[src/rtl/add8_err_monitor.sv]
`default_nettype none
// ============================================================================
// Module   : add8_err_monitor
// Purpose  : Characterises an approximate adder by comparing its sum against
//            the exact sum and accumulating error statistics for one run.
// Revision : 1.0  initial release
// ============================================================================
module add8_err_monitor #(
    parameter int W         = 8,
    parameter int N_SAMPLES = 65536,
    parameter int CNT_W     = 17,
    parameter int ACC_W     = 32,
    parameter int SQ_W      = 40
) (
    input  logic             clk,
    input  logic             rst_n,
    input  logic             start,
    input  logic             in_valid,
    output logic             in_ready,
    input  logic [W-1:0]     in_a,
    input  logic [W-1:0]     in_b,
    input  logic [W:0]       in_o,
    output logic             busy,
    output logic             done,
    output logic [CNT_W-1:0] sample_cnt,
    output logic [CNT_W-1:0] err_cnt,
    output logic [ACC_W-1:0] sum_abs_err,
    output logic [SQ_W-1:0]  sum_sq_err,
    output logic [W:0]       max_err,
    output logic [W-1:0]     max_a,
    output logic [W-1:0]     max_b,
    output logic             sat
);

    localparam int EW  = W + 1;
    localparam int SW  = 2 * W + 2;
    localparam int AXW = ((ACC_W > EW) ? ACC_W : EW) + 1;
    localparam int QXW = ((SQ_W > SW) ? SQ_W : SW) + 1;

    localparam logic [CNT_W-1:0] C_LAST_CNT = CNT_W'(N_SAMPLES - 1);
    localparam logic [AXW-1:0]   C_ACC_MAX  = AXW'({ACC_W{1'b1}});
    localparam logic [QXW-1:0]   C_SQ_MAX   = QXW'({SQ_W{1'b1}});

    typedef enum logic [1:0] {
        S_IDLE  = 2'd0,
        S_RUN   = 2'd1,
        S_DRAIN = 2'd2,
        S_DONE  = 2'd3
    } state_t;

    state_t             state_q;
    logic [CNT_W-1:0]   sample_cnt_q, err_cnt_q;
    logic [ACC_W-1:0]   sum_abs_q;
    logic [SQ_W-1:0]    sum_sq_q;
    logic [EW-1:0]      max_err_q;
    logic [W-1:0]       max_a_q, max_b_q;
    logic               sat_q;

    logic               s1_valid_q;
    logic [EW-1:0]      s1_exact_q, s1_o_q;
    logic [W-1:0]       s1_a_q, s1_b_q;

    logic               accept_w;
    logic [EW-1:0]      e_w;
    logic [SW-1:0]      esq_w;
    logic [AXW-1:0]     abs_sum_w;
    logic [QXW-1:0]     sq_sum_w;
    logic               abs_ovf_w, sq_ovf_w;
    logic [ACC_W-1:0]   sum_abs_d;
    logic [SQ_W-1:0]    sum_sq_d;

    // RUN is left on the final accept, so the state alone gates readiness.
    assign in_ready = (state_q == S_RUN);
    assign accept_w = in_valid & in_ready;

    always_comb begin
        e_w       = (s1_exact_q >= s1_o_q) ? (s1_exact_q - s1_o_q) : (s1_o_q - s1_exact_q);
        esq_w     = SW'(e_w) * SW'(e_w);
        abs_sum_w = AXW'(sum_abs_q) + AXW'(e_w);
        sq_sum_w  = QXW'(sum_sq_q) + QXW'(esq_w);
        abs_ovf_w = (abs_sum_w > C_ACC_MAX);
        sq_ovf_w  = (sq_sum_w > C_SQ_MAX);
        sum_abs_d = abs_ovf_w ? {ACC_W{1'b1}} : abs_sum_w[ACC_W-1:0];
        sum_sq_d  = sq_ovf_w ? {SQ_W{1'b1}} : sq_sum_w[SQ_W-1:0];
    end

    always_ff @(posedge clk or negedge rst_n) begin
        if (!rst_n) begin
            state_q      <= S_IDLE;
            sample_cnt_q <= '0;
            err_cnt_q    <= '0;
            sum_abs_q    <= '0;
            sum_sq_q     <= '0;
            max_err_q    <= '0;
            max_a_q      <= '0;
            max_b_q      <= '0;
            sat_q        <= 1'b0;
            s1_valid_q   <= 1'b0;
            s1_exact_q   <= '0;
            s1_o_q       <= '0;
            s1_a_q       <= '0;
            s1_b_q       <= '0;
        end else begin
            s1_valid_q <= accept_w;
            if (accept_w) begin
                s1_exact_q <= EW'(in_a) + EW'(in_b);
                s1_o_q     <= in_o;
                s1_a_q     <= in_a;
                s1_b_q     <= in_b;
            end

            // Stage 2: retire the sample held in stage 1 into the statistics.
            if (s1_valid_q) begin
                err_cnt_q <= err_cnt_q + CNT_W'(e_w != '0);
                sum_abs_q <= sum_abs_d;
                sum_sq_q  <= sum_sq_d;
                sat_q     <= sat_q | abs_ovf_w | sq_ovf_w;
                if (e_w > max_err_q) begin
                    max_err_q <= e_w;
                    max_a_q   <= s1_a_q;
                    max_b_q   <= s1_b_q;
                end
            end

            case (state_q)
                S_IDLE, S_DONE: begin
                    if (start) begin
                        state_q      <= S_RUN;
                        sample_cnt_q <= '0;
                        err_cnt_q    <= '0;
                        sum_abs_q    <= '0;
                        sum_sq_q     <= '0;
                        max_err_q    <= '0;
                        max_a_q      <= '0;
                        max_b_q      <= '0;
                        sat_q        <= 1'b0;
                    end
                end
                S_RUN: begin
                    if (accept_w) begin
                        sample_cnt_q <= sample_cnt_q + CNT_W'(1);
                        if (sample_cnt_q == C_LAST_CNT) begin
                            state_q <= S_DRAIN;
                        end
                    end
                end
                S_DRAIN: begin
                    if (!s1_valid_q) begin
                        state_q <= S_DONE;
                    end
                end
                default: state_q <= S_IDLE;
            endcase
        end
    end

    assign busy        = (state_q == S_RUN) | (state_q == S_DRAIN);
    assign done        = (state_q == S_DONE);
    assign sample_cnt  = sample_cnt_q;
    assign err_cnt     = err_cnt_q;
    assign sum_abs_err = sum_abs_q;
    assign sum_sq_err  = sum_sq_q;
    assign max_err     = max_err_q;
    assign max_a       = max_a_q;
    assign max_b       = max_b_q;
    assign sat         = sat_q;

endmodule
`default_nettype wire

[config.mk]
export PLATFORM = sky130hd
export DESIGN_NAME = add8_err_monitor
export DESIGN_NICKNAME = d
export VERILOG_FILES = /design/src/rtl/add8_err_monitor.sv
export SDC_FILE = /design/constraint.sdc
export NUM_CORES = 1
export LEC_CHECK = 0
export ABC_AREA = 0
export BUFFER_PORTS_ARGS = -buffer_cell sky130_fd_sc_hd__buf_2
export CORE_MARGIN = 10
export CORE_UTILIZATION = 35
export DETAILED_ROUTE_END_ITERATION = 16
export PLACE_DENSITY = 0.64
export SYNTH_ARGS = -nofsm -noshare
export SYNTH_HDL_FRONTEND = slang
export SYNTH_SLANG_ARGS = --single-unit
[constraint.sdc]
create_clock -name clk -period 9.4 [get_ports clk]
set_input_delay 0.94 -clock clk [delete_from_list [all_inputs] [get_ports clk]]
set_output_delay 0.94 -clock clk [all_outputs]
set_load 0.1 [all_outputs]
==> run_results.csv <==
group,metric,value,unit
drt,initialDrtViolationCount,714,
min_path,worst_hold_path_type,"input port to async pin",
die,die-width,205,µm
sta,finalHoldViolations,0,
die,floorplan.die_area,42100,µm²
die,core,33700,µm²
sta,slew_headroom,25.7,%
worst_setup_path,logic_depth_of_the_worst_register_to_register_path,27,
clocking,clock_tree.htree_level_count,4,
worst_setup_path,r2r_setup_slack,0.57,ns
synthesis,synth-async-reset-ratio,100,%
worst_setup_path,critical_path_required,9.66,ns
final_layout,diodes,0,
worst_setup_path,critical_path_peak_fanout,13,
drt,via_per_inst,5.23,
placed_design,pre_cts_slack,0.636,ns
clocking,clkTransAtPathRegs,0.07,ns
global_routing,grt_first_pass_wirelength,53300,µm
worst_setup_path,worstReg2RegStart,"s1_exact_q[2]",
synthesis,syn-num-nets,1479,
die,floorplan.rows,67,
synthesis,register_area_share_after_synthesis,35.2,%
global_routing,grt_usage,15.7,%
clocking,max-clock-path-buffers,2,
sta,worst_clock_skew,0.0133,ns
final_layout,final_net_count,1620,
placed_design,port_buffer_cells,163,
placed_design,routabilityCongestion,0.870,
synthesis,syn-cell-area,12000,µm²
synthesis,synthesis.area_per_instance,9.19,µm²
clocking,number_of_buffers_inserted_for_hold_repair_after_clock_tree_synthesis,0,
clocking,numCtsBuffers,17,
drt,final_antenna_net_count,0,
final_layout,area_delta_synth_final,15.3,%
sta,finalCritPeriodShare,93.9,%
global_routing,antenna_violations_before_repair,0,
drt,detail_route.drc_violations,0,
final_layout,leading_cell_type_in_the_layout_fill_and_taps_excluded,"dfrtp_1",
die,floorplan.initialDensity,35.6,%
synthesis,yosysWarningCount,0,
placed_design,post-dp-hpwl,24900,µm
sta,finalSetupViolCount,0,
die,floorplan.die.height,205,µm
synthesis,postSynthRegisterBits,169,
outcome,outcome,"finished, final reports clean",
clocking,cts_sinks,169,
final_layout,post-route-cell-area,13800,µm²
synthesis,post_synth_num_cell_types,79,
synthesis,synth_ff_type,"dfrtp_1",
drt,routed_wirelength,32800,µm
placed_design,post_dp_cell_area,13200,µm²
sta,timing.fmax,113,MHz
run,max_cap_violations,0,
worst_setup_path,worstReg2RegEnd,"sum_sq_err[33]",
global_routing,gr-total-overflow,0,
drt,wirelength_per_cell,17.2,µm
die,boundaryPins,164,
sta,setup_ws,0.572,ns
worst_setup_path,timing_worst_setup_path_type,"flop to flop",
sta,worstMarginPinSlew,1.11,ns
sta,fin_crit,8.83,ns
sta,rsz_0062_raised_after_global_routing,"no",
synthesis,synth_enable_flop_cells,0,
final_layout,layout_cell_share_with_drive_strength_beyond_1,17.9,%
sta,timing_max_transition_violations_final,0,
drt,detailedRoute.firstPassIterationCount,7,
worst_setup_path,end_kind,"flop",
clocking,cts_root_buffer,"clkbuf_16",
global_routing,maximum_number_of_pins_on_one_net_before_global_route_repair,94,
final_layout,most-common-layout-cells,"dfrtp_1, inv_1, buf_2, o21ai_0, ha_1",
clocking,cts_tree,"built",
global_routing,via_count_of_the_first_global_routing_pass,9956,
worst_setup_path,critPathArrivalTime,9.09,ns
clocking,number_of_post_cts_setup_repair_buffers,0,
drt,vias,9969,
synthesis,syn_inst,1305,
worst_setup_path,cp-start-kind,"flop",
clocking,worstSkewPairLatency,0.46,ns
sta,timing.setup.tns,0,ns
clocking,cts_repair_resized_insts,0,
critical path: stages (launching register included):
cell       delay [ns]
dfrtp_1          0.38
inv_1            0.06
ha_1             0.51
a21oi_1          0.14
a2111o_1         0.46
a31oi_4          0.39
mux2i_2          0.42
o32ai_2          0.14
xnor2_2          0.42
inv_2            0.18
nand2_1          0.15
inv_1            0.07
fa_1             0.50
fa_1             0.53
fa_1             0.52
fa_1             0.54
inv_1            0.05
fa_1             0.49
inv_1            0.04
ha_1             0.35
and3_1           0.24
a221o_1          0.31
a21oi_1          0.18
o2111ai_1        0.21
nand4_1          0.34
nand2_1          0.29
nor3_1           0.53
a221oi_1         0.20
logic make-up (layout without fill, tap and decap cells):
group,count (synthesis),in the layout,synth area share [%]
AO/OA/AOI/OAI,352,352,18.9
multiplexers,25,25,2.27
XOR/XNOR,57,57,4.47
adder cells (fa/ha/maj),145,145,18.2
AND/OR/NAND/NOR,336,336,13.7
buffers and inverters,221,375,7.16
flip-flops,169,169,35.2
stage by stage:
stage	hold slack (ns)	instances	utilization (%)
floorplan	0.449	1305	-
global placement	0.468	1875	39.3
detailed placement	0.485	1875	39.3
CTS	0.450	1907	41.1
global route	0.462	1907	41.1
finish	0.429	1907	41.1
worst max path at each step:
stage,start,end,slack (ns)
2_1_floorplan,s1_exact_q[2],sum_sq_err[10],1.90
3_3_place_gp,s1_exact_q[2],sum_sq_err[35],0.84
3_5_place_dp,s1_exact_q[2],sum_sq_err[35],0.64
4_1_cts,s1_exact_q[2],sum_sq_err[35],0.62
5_1_grt,s1_exact_q[2],sum_sq_err[10],0.07
6_report,s1_exact_q[2],sum_sq_err[33],0.57
area by class of cell:
class / instances / area [µm²]
Timing Repair Buffer: 173 / 897
Clock inverter: 12 / 126
Sequential cell: 169 / 4230
Clock buffer: 20 / 467
Multi-Input combinational cell: 915 / 6920
Tap cell: 448 / 561
Fill cell: 3407 / 19900
Inverter: 170 / 638
state kept, by name (all words and copies together) (netlist names):
register and count:
s1_b_q 8, s1_exact_q 9, max_b 8, sat 1, sum_abs_err 32, s1_o_q 9, max_a 8, s1_valid_q 1
s1_a_q 8, sum_sq_err 40, state_q 2, err_cnt 17, max_err 9, sample_cnt 17
cells in the mapped netlist, drive strengths merged, types with 6 or more instances:
library cell  count  share of area, %
mux2i            10              0.87
o21a             11              0.69
a31oi            21               1.2
fa               49               8.2
o21ai           103               4.3
mux2             15               1.4
nor2             91               3.0
xnor2            22               1.7
nand2            91               2.9
inv             170               5.3
a311oi           22               1.6
xor2             35               2.7
nor3             20              0.88
nor2b             9              0.47
buf              11              0.59
dfrtp           169                35
a21oi            94               4.0
and4              6              0.46
nand3            38               1.6
ha               96                10
a211oi           10              0.67
o21bai            6              0.38
a221oi           23               1.7
and2             10              0.53
and3             21               1.1
a21o             25               1.6
or3              13              0.68
clkbuf           40               1.3
nand4            17              0.89
routing by layer:
layer,track usage [%],vias to the layer above,share of wire (%)
met3,3.96,32,5.4
met5,0,-,0
met2,25.5,234,48
met4,4.25,0,1.5
li1,-,4816,-
met1,20.2,4887,45
Power is not shown: default switching activity piles up to over one toggle a cycle in this logic, so the estimate is an artifact.
